===== src/rtl/imem_loader.sv =====
// Byte-stream loader for the instruction-memory write port: packs LEN/data frames into words
// and holds the core in reset while loading. Optional trailing XOR byte: IMEM_LOADER_CHECKSUM_EN.
module imem_loader #(
    parameter int unsigned ADDR_W    = 10,
    parameter int unsigned BASE_ADDR = 0,
    parameter int unsigned MAX_WORDS = 256
) (
    input  logic              clk,
    input  logic              Reset_n,
    input  logic              load_start,
    input  logic [7:0]        rx_data,
    input  logic              rx_valid,
    output logic              rx_ready,
    output logic              mem_we,
    output logic [ADDR_W-1:0] mem_addr,
    output logic [31:0]       mem_wd,
    output logic              core_reset,
    output logic              busy,
    output logic              done,
    output logic              error,
    output logic [15:0]       words_loaded
);

    localparam int unsigned LEN_W  = 16;
    localparam int unsigned WORD_W = 32;

    typedef enum logic [2:0] {
        S_IDLE, S_LEN0, S_LEN1, S_DATA, S_WRITE, S_CHK, S_DONE, S_ERROR
    } state_e;

    state_e              state_q, state_d;
    logic [LEN_W-1:0]    len_q, len_d;
    logic [1:0]          byte_cnt_q, byte_cnt_d;
    logic [WORD_W-1:0]   word_q, word_d;
    logic [LEN_W-1:0]    words_loaded_q, words_loaded_d;
    logic                rx_ready_q, rx_ready_d;
    logic                mem_we_q, mem_we_d;
    logic [ADDR_W-1:0]   mem_addr_q, mem_addr_d;
    logic [WORD_W-1:0]   mem_wd_q, mem_wd_d;
    logic                core_reset_q, core_reset_d;
    logic                busy_q, busy_d;
    logic                done_q, done_d;
    logic                error_q, error_d;
    logic                accept;
    logic [LEN_W-1:0]    len_n;
`ifdef IMEM_LOADER_CHECKSUM_EN
    logic [7:0]          chk_q, chk_d;
`endif

    assign accept = rx_valid & rx_ready_q;
    assign len_n  = {rx_data, len_q[7:0]};

    always_ff @(posedge clk or negedge Reset_n) begin
        if (!Reset_n) begin
            state_q        <= S_IDLE;
            len_q          <= '0;
            byte_cnt_q     <= '0;
            word_q         <= '0;
            words_loaded_q <= '0;
            rx_ready_q     <= 1'b0;
            mem_we_q       <= 1'b0;
            mem_addr_q     <= '0;
            mem_wd_q       <= '0;
            core_reset_q   <= 1'b0;
            busy_q         <= 1'b0;
            done_q         <= 1'b0;
            error_q        <= 1'b0;
`ifdef IMEM_LOADER_CHECKSUM_EN
            chk_q          <= '0;
`endif
        end else begin
            state_q        <= state_d;
            len_q          <= len_d;
            byte_cnt_q     <= byte_cnt_d;
            word_q         <= word_d;
            words_loaded_q <= words_loaded_d;
            rx_ready_q     <= rx_ready_d;
            mem_we_q       <= mem_we_d;
            mem_addr_q     <= mem_addr_d;
            mem_wd_q       <= mem_wd_d;
            core_reset_q   <= core_reset_d;
            busy_q         <= busy_d;
            done_q         <= done_d;
            error_q        <= error_d;
`ifdef IMEM_LOADER_CHECKSUM_EN
            chk_q          <= chk_d;
`endif
        end
    end

    // Next state plus registered outputs decoded from the next state.
    always_comb begin
        state_d        = state_q;
        len_d          = len_q;
        byte_cnt_d     = byte_cnt_q;
        word_d         = word_q;
        words_loaded_d = words_loaded_q;
        core_reset_d   = core_reset_q;
        busy_d         = busy_q;
        done_d         = done_q;
        error_d        = error_q;
        rx_ready_d     = 1'b0;
        mem_we_d       = 1'b0;
        mem_addr_d     = '0;
        mem_wd_d       = '0;
`ifdef IMEM_LOADER_CHECKSUM_EN
        chk_d          = chk_q;
`endif

        case (state_q)
            S_IDLE, S_DONE, S_ERROR: begin
                if (load_start) begin
                    state_d        = S_LEN0;
                    len_d          = '0;
                    byte_cnt_d     = '0;
                    words_loaded_d = '0;
                    done_d         = 1'b0;
                    error_d        = 1'b0;
                    busy_d         = 1'b1;
                    core_reset_d   = 1'b1;
`ifdef IMEM_LOADER_CHECKSUM_EN
                    chk_d          = '0;
`endif
                end
            end
            S_LEN0: begin
                if (accept) begin
                    len_d   = {8'h00, rx_data};
                    state_d = S_LEN1;
                end
            end
            S_LEN1: begin
                if (accept) begin
                    len_d = len_n;
                    if (len_n == '0)
                        state_d = S_DONE;
                    else if (32'(len_n) > MAX_WORDS)
                        state_d = S_ERROR;
                    else
                        state_d = S_DATA;
                end
            end
            S_DATA: begin
                if (accept) begin
                    word_d[{byte_cnt_q, 3'b000} +: 8] = rx_data;
                    byte_cnt_d = byte_cnt_q + 2'd1;
`ifdef IMEM_LOADER_CHECKSUM_EN
                    chk_d = chk_q ^ rx_data;
`endif
                    if (byte_cnt_q == 2'd3)
                        state_d = S_WRITE;
                end
            end
            S_WRITE: begin
                words_loaded_d = words_loaded_q + 16'd1;
                if (words_loaded_d == len_q)
`ifdef IMEM_LOADER_CHECKSUM_EN
                    state_d = S_CHK;
`else
                    state_d = S_DONE;
`endif
                else
                    state_d = S_DATA;
            end
`ifdef IMEM_LOADER_CHECKSUM_EN
            S_CHK: begin
                if (accept)
                    state_d = (rx_data == chk_q) ? S_DONE : S_ERROR;
            end
`endif
            default: state_d = S_IDLE;
        endcase

        // Session end: DONE releases the core, ERROR keeps it held.
        if (state_d != state_q) begin
            if (state_d == S_DONE) begin
                busy_d       = 1'b0;
                done_d       = 1'b1;
                core_reset_d = 1'b0;
            end else if (state_d == S_ERROR) begin
                busy_d  = 1'b0;
                error_d = 1'b1;
            end
        end

        rx_ready_d = state_d inside {S_LEN0, S_LEN1, S_DATA, S_CHK};
        if (state_d == S_WRITE) begin
            mem_we_d   = 1'b1;
            mem_addr_d = ADDR_W'(BASE_ADDR) + ADDR_W'({words_loaded_q, 2'b00});
            mem_wd_d   = word_d;
        end
    end

    assign rx_ready     = rx_ready_q;
    assign mem_we       = mem_we_q;
    assign mem_addr     = mem_addr_q;
    assign mem_wd       = mem_wd_q;
    assign core_reset   = core_reset_q;
    assign busy         = busy_q;
    assign done         = done_q;
    assign error        = error_q;
    assign words_loaded = words_loaded_q;

endmodule


===== config.mk =====
export PLATFORM = sky130hd
export DESIGN_NAME = imem_loader
export DESIGN_NICKNAME = d
export VERILOG_FILES = /design/src/rtl/imem_loader.sv
export SDC_FILE = /design/constraint.sdc
export NUM_CORES = 1
export LEC_CHECK = 0
export CAP_MARGIN = 40
export CORE_MARGIN = 4
export CORE_UTILIZATION = 40
export CTS_CLUSTER_DIAMETER = 200
export DETAILED_ROUTE_END_ITERATION = 12
export GPL_TIMING_DRIVEN = 0
export PLACE_DENSITY_LB_ADDON = 0.12
export SLEW_MARGIN = 20
export SYNTH_ARGS = -nofsm -noshare
export SYNTH_HDL_FRONTEND = slang
export SYNTH_SLANG_ARGS = --single-unit
export TNS_END_PERCENT = 1

===== constraint.sdc =====
create_clock -name clk -period 2.7 [get_ports clk]
set_input_delay 0.54 -clock clk [delete_from_list [all_inputs] [get_ports clk]]
set_output_delay 0.54 -clock clk [all_outputs]
set_load 0.02 [all_outputs]

==> impl_summary.log <==
[metrics] max_cap viols: 0
[metrics] met3 wire len: 653 um
[metrics] DIE AREA: 15,000 sq um
[metrics] final routed wirelength across all metal layers: 12,680 um
[metrics] share of synthesized registers carrying an async set or reset: 1.000
[metrics] TritonCTS clock tree: done
[metrics] Seq/Total Area, Yosys: 0.5492
[metrics] required time reported for the critical path endpoint: 3.00 ns
[metrics] cell at the root of the clock tree: clkbuf_16
[metrics] Post-Place Cells: 787
[metrics] # nets final: 658
[metrics] synthesized area per cell: 9.704 sq um
[metrics] Worst slew margin: 0.5802
[metrics] maximum VDD drop: 0.5505 mV
[metrics] Worst-path clk slew: 0.05 ns
[metrics] level count of the clock H-tree: 4
[metrics] initial core utilization: 0.4119
[metrics] slowest cell delay on critical path: 0.48 ns
[metrics] floorplan die height: 122.5 um
[metrics] wire length of the first global-routing pass: 20,580 um
[metrics] number of antenna-violating nets in the routed design: 0
[metrics] TritonRoute pass-1 iters: 5
[metrics] Highest Clock Rate: 0.3791 GHz
[metrics] run status: finished, final reports clean
[metrics] num ports: 76
[metrics] slew of the pin with the lowest slew margin: 0.6273 ns
[metrics] number of vias in the routed layout: 4,223
[metrics] YS warnings: 0
[metrics] clock tree buffer depth: 2
[metrics] cts bufs inserted: 17
[metrics] Top FF cell, synth: dfrtp_1
[metrics] total track usage: 0.1802
[metrics] via density per instance: 5.125
[metrics] total number of clock tree sinks: 115
[metrics] final instance count without filler cells: 824
[metrics] global-route congestion overflow total: 0
[metrics] synthesized instance count: 540
[metrics] Site Rows: 41
[metrics] setup violators final: 0
[metrics] sum of routed wire segments on met1: 5720 um
[metrics] IO buf count: 72
[metrics] clock insertion delay at the later pin of the skew report: 0.41 ns
[metrics] top layer reached by signal wires: met4
[metrics] die boundary width: 122.5 um
[metrics] Critical Path End Type: flip-flop
[metrics] Unique masters post-synth: 51
[metrics] class of the most critical setup path: reg -> reg
[metrics] share of final-layout standard cells stronger than drive strength 1: 0.09202
[metrics] pin count of the biggest net entering global routing: 60
[metrics] layout overhead on the synthesized area: 32.02%
[metrics] element type at the critical path start: flip-flop
[metrics] worst clock skew: 0.01304 ns
[metrics] Final Cycle Share: 0.9769
[metrics] WL met2: 6146 um
[metrics] worst-path cell with the longest stage delay: dfrtp_2
[metrics] hold bufs inserted after CTS: 0
[metrics] routed length per placed instance: 15.39 um
[metrics] min Tclk post-route: 2.638 ns
[metrics] Leak Pwr: 3.060 nW
[metrics] placeable core area: 12,720 sq um
[metrics] data arrival time of the worst path: 2.93 ns
[metrics] Post-synth EDFFs: 0
[metrics] final hold vios: 0
[metrics] final weighted congestion in routability-driven placement: 0.8594
[metrics] via count of the first global-routing pass: 4,099
[metrics] number of storage elements in the synthesis netlist: 115
[metrics] share of the core filled with cells in the final layout: 0.5438
[metrics] detailed placer's ending HPWL: 8746 um
[metrics] setup repair after global routing missed its margin: true
[metrics] diodes inserted: 0
[metrics] Iter 0 DRT Violations: 347
[metrics] Max FO, Critical Path: 9
[metrics] netlist area before placement: 5240 sq um
[metrics] detailed-route DRC error count: 0
[metrics] number of antenna violations at the first check in global routing: 0
[metrics] count of final max-slew check failures: 0
[metrics] cell-by-cell listing of the critical path: ha_4 > and3_1 > buf_2 > and3_4 > or3_1 > a22oi_1 > nand4b_1 > a21o_1 > o32a_1
[metrics] class of the worst hold path: in -> async
[metrics] pwr dens: 945.4 nW/um^2
[final cells by class]
type                    count  area [sq um]
fillers                  1161          5804
plain buffers              31         137.6
multi-input cells         373          2170
flip-flops and latches    115          2880
clock inverters             9         175.2
repair buffers             79         779.5
inverters                  22         82.58
clock buffers              23         478.0
well taps                 172         215.2
[Yosys cell counts (11+ instances only)]
cell type | n | area (sq um)
xnor2_1 | 12 | 105.1
inv_1 | 22 | 82.58
and3_1 | 13 | 81.33
nand3_1 | 19 | 95.09
and2_1 | 37 | 231.5
nand2_1 | 91 | 341.6
nand4_1 | 14 | 87.58
o31ai_1 | 11 | 82.58
nor2_1 | 19 | 71.32
clkbuf_1 | 19 | 71.32
o21ai_0 | 75 | 375.4
dfrtp_1 | 115 | 2878
[path summary, 6_finish.rpt]
| kind | from | end | slack, ns | cells after the start |
|---|---|---|---|---|
| max reg2reg | words_loaded[0]$_DFFE_PN0P_ | core_reset$_DFF_PN0_ | 0.06 | 9 |
| min | Reset_n | words_loaded[12]$_DFFE_PN0P_ | 0.09 | 1 |
| max in group asynchronous | Reset_n | word_q[10]$_DFF_PN0_ | 1.95 | 2 |
| max | words_loaded[0]$_DFFE_PN0P_ | core_reset$_DFF_PN0_ | 0.06 | 9 |
| min reg2reg | word_q[25]$_DFF_PN0_ | word_q[25]$_DFF_PN0_ | 0.48 | 2 |
| min in group clk | word_q[25]$_DFF_PN0_ | word_q[25]$_DFF_PN0_ | 0.48 | 2 |
[power breakdown]
| group | internal, mW | switching [mW] |
|---|---|---|
| combinational | 0.718 | 1.13 |
| clock | 1.71 | 0.749 |
| sequential | 2.02 | 0.216 |
| total | 4.45 | 2.09 |
[per-layer routing]
metal	GRT usage	vias to the layer above
li1	-	2045
met1	0.2318	2063
met2	0.2862	102
met3	0.05806	13
met4	0.06578	0
met5	0	-
[kinds of logic (layout without fill, tap and decap cells)]
| family | count (synthesis) | in the layout | synth area share |
|---|---|---|---|
| AO/OA/AOI/OAI | 113 | 113 | 0.1261 |
| multiplexers | 6 | 6 | 0.01170 |
| buffers and inverters | 53 | 164 | 0.04202 |
| flip-flops | 115 | 115 | 0.5492 |
| other | 1 | 2 | 0.0007156 |
| AND/OR/NAND/NOR | 222 | 222 | 0.2137 |
| adder cells (fa/ha/maj) | 7 | 7 | 0.01671 |
| XOR/XNOR | 23 | 23 | 0.03988 |
[repair_timing]
action / in CTS / in global routing
endpoints found under the hold margin: 0 / 0
setup buffers: 0 / 0
endpoints found under the setup margin: 2 / 14
gates resized for setup: 2 / 4
pin swaps: 0 / 2
gates cloned: 0 / 0
[metrics by stage]
stage               total power, mW  TNS [ns]  worst slack, ns  cell area [sq um]  hold WS (ns)
floorplan                     3.466         0           0.1076               5244        0.2444
global placement              3.993   -379.25           -3.267               6180        0.4594
detailed placement            4.054    -3.932          -0.1943               6213        0.4689
CTS                           6.542         0         0.009664               6870       0.09172
global route                  6.930  -0.04100         -0.02523               6918        0.1136
finish                        6.540         0          0.06240               6918       0.08550
[cell usage in the layout, fill, tap and decap left out, types with 3 or more instances in the layout]
master / count
and3_1: 13
mux2i_1: 5
nor3_1: 4
nor2_1: 19
and4_1: 3
inv_1: 22
nand3_1: 19
dfrtp_1: 113
nand2_1: 91
o21ai_0: 75
a31oi_1: 4
buf_4: 3
clkdlybuf4s50_1: 71
nor4_1: 3
ha_1: 6
bufinv_16: 5
buf_2: 13
and2_1: 37
xnor2_1: 12
clkbuf_8: 3
nor3b_1: 4
nand4_1: 14
clkbuf_16: 17
xor2_1: 10
a21oi_1: 8
clkbuf_1: 22
o31ai_1: 11
[registers in the layout, summed over array words and instances (netlist names)]
register      count
words_loaded     16
busy              1
mem_addr          8
mem_wd           32
word_q           32
len_q            16
state_q           3
mem_we            1
byte_cnt_q        2
done              1
rx_ready          1
error             1
core_reset        1
[worst max-delay path, delay by kind of cell (launching register included)]
family	cells	cell delay (ns)
buf+inv	1	0.16
fa+ha+maj	1	0.21
simple gates	4	0.87
flops	1	0.48
compound gates	3	0.80
(Power assumes the default switching activity.)
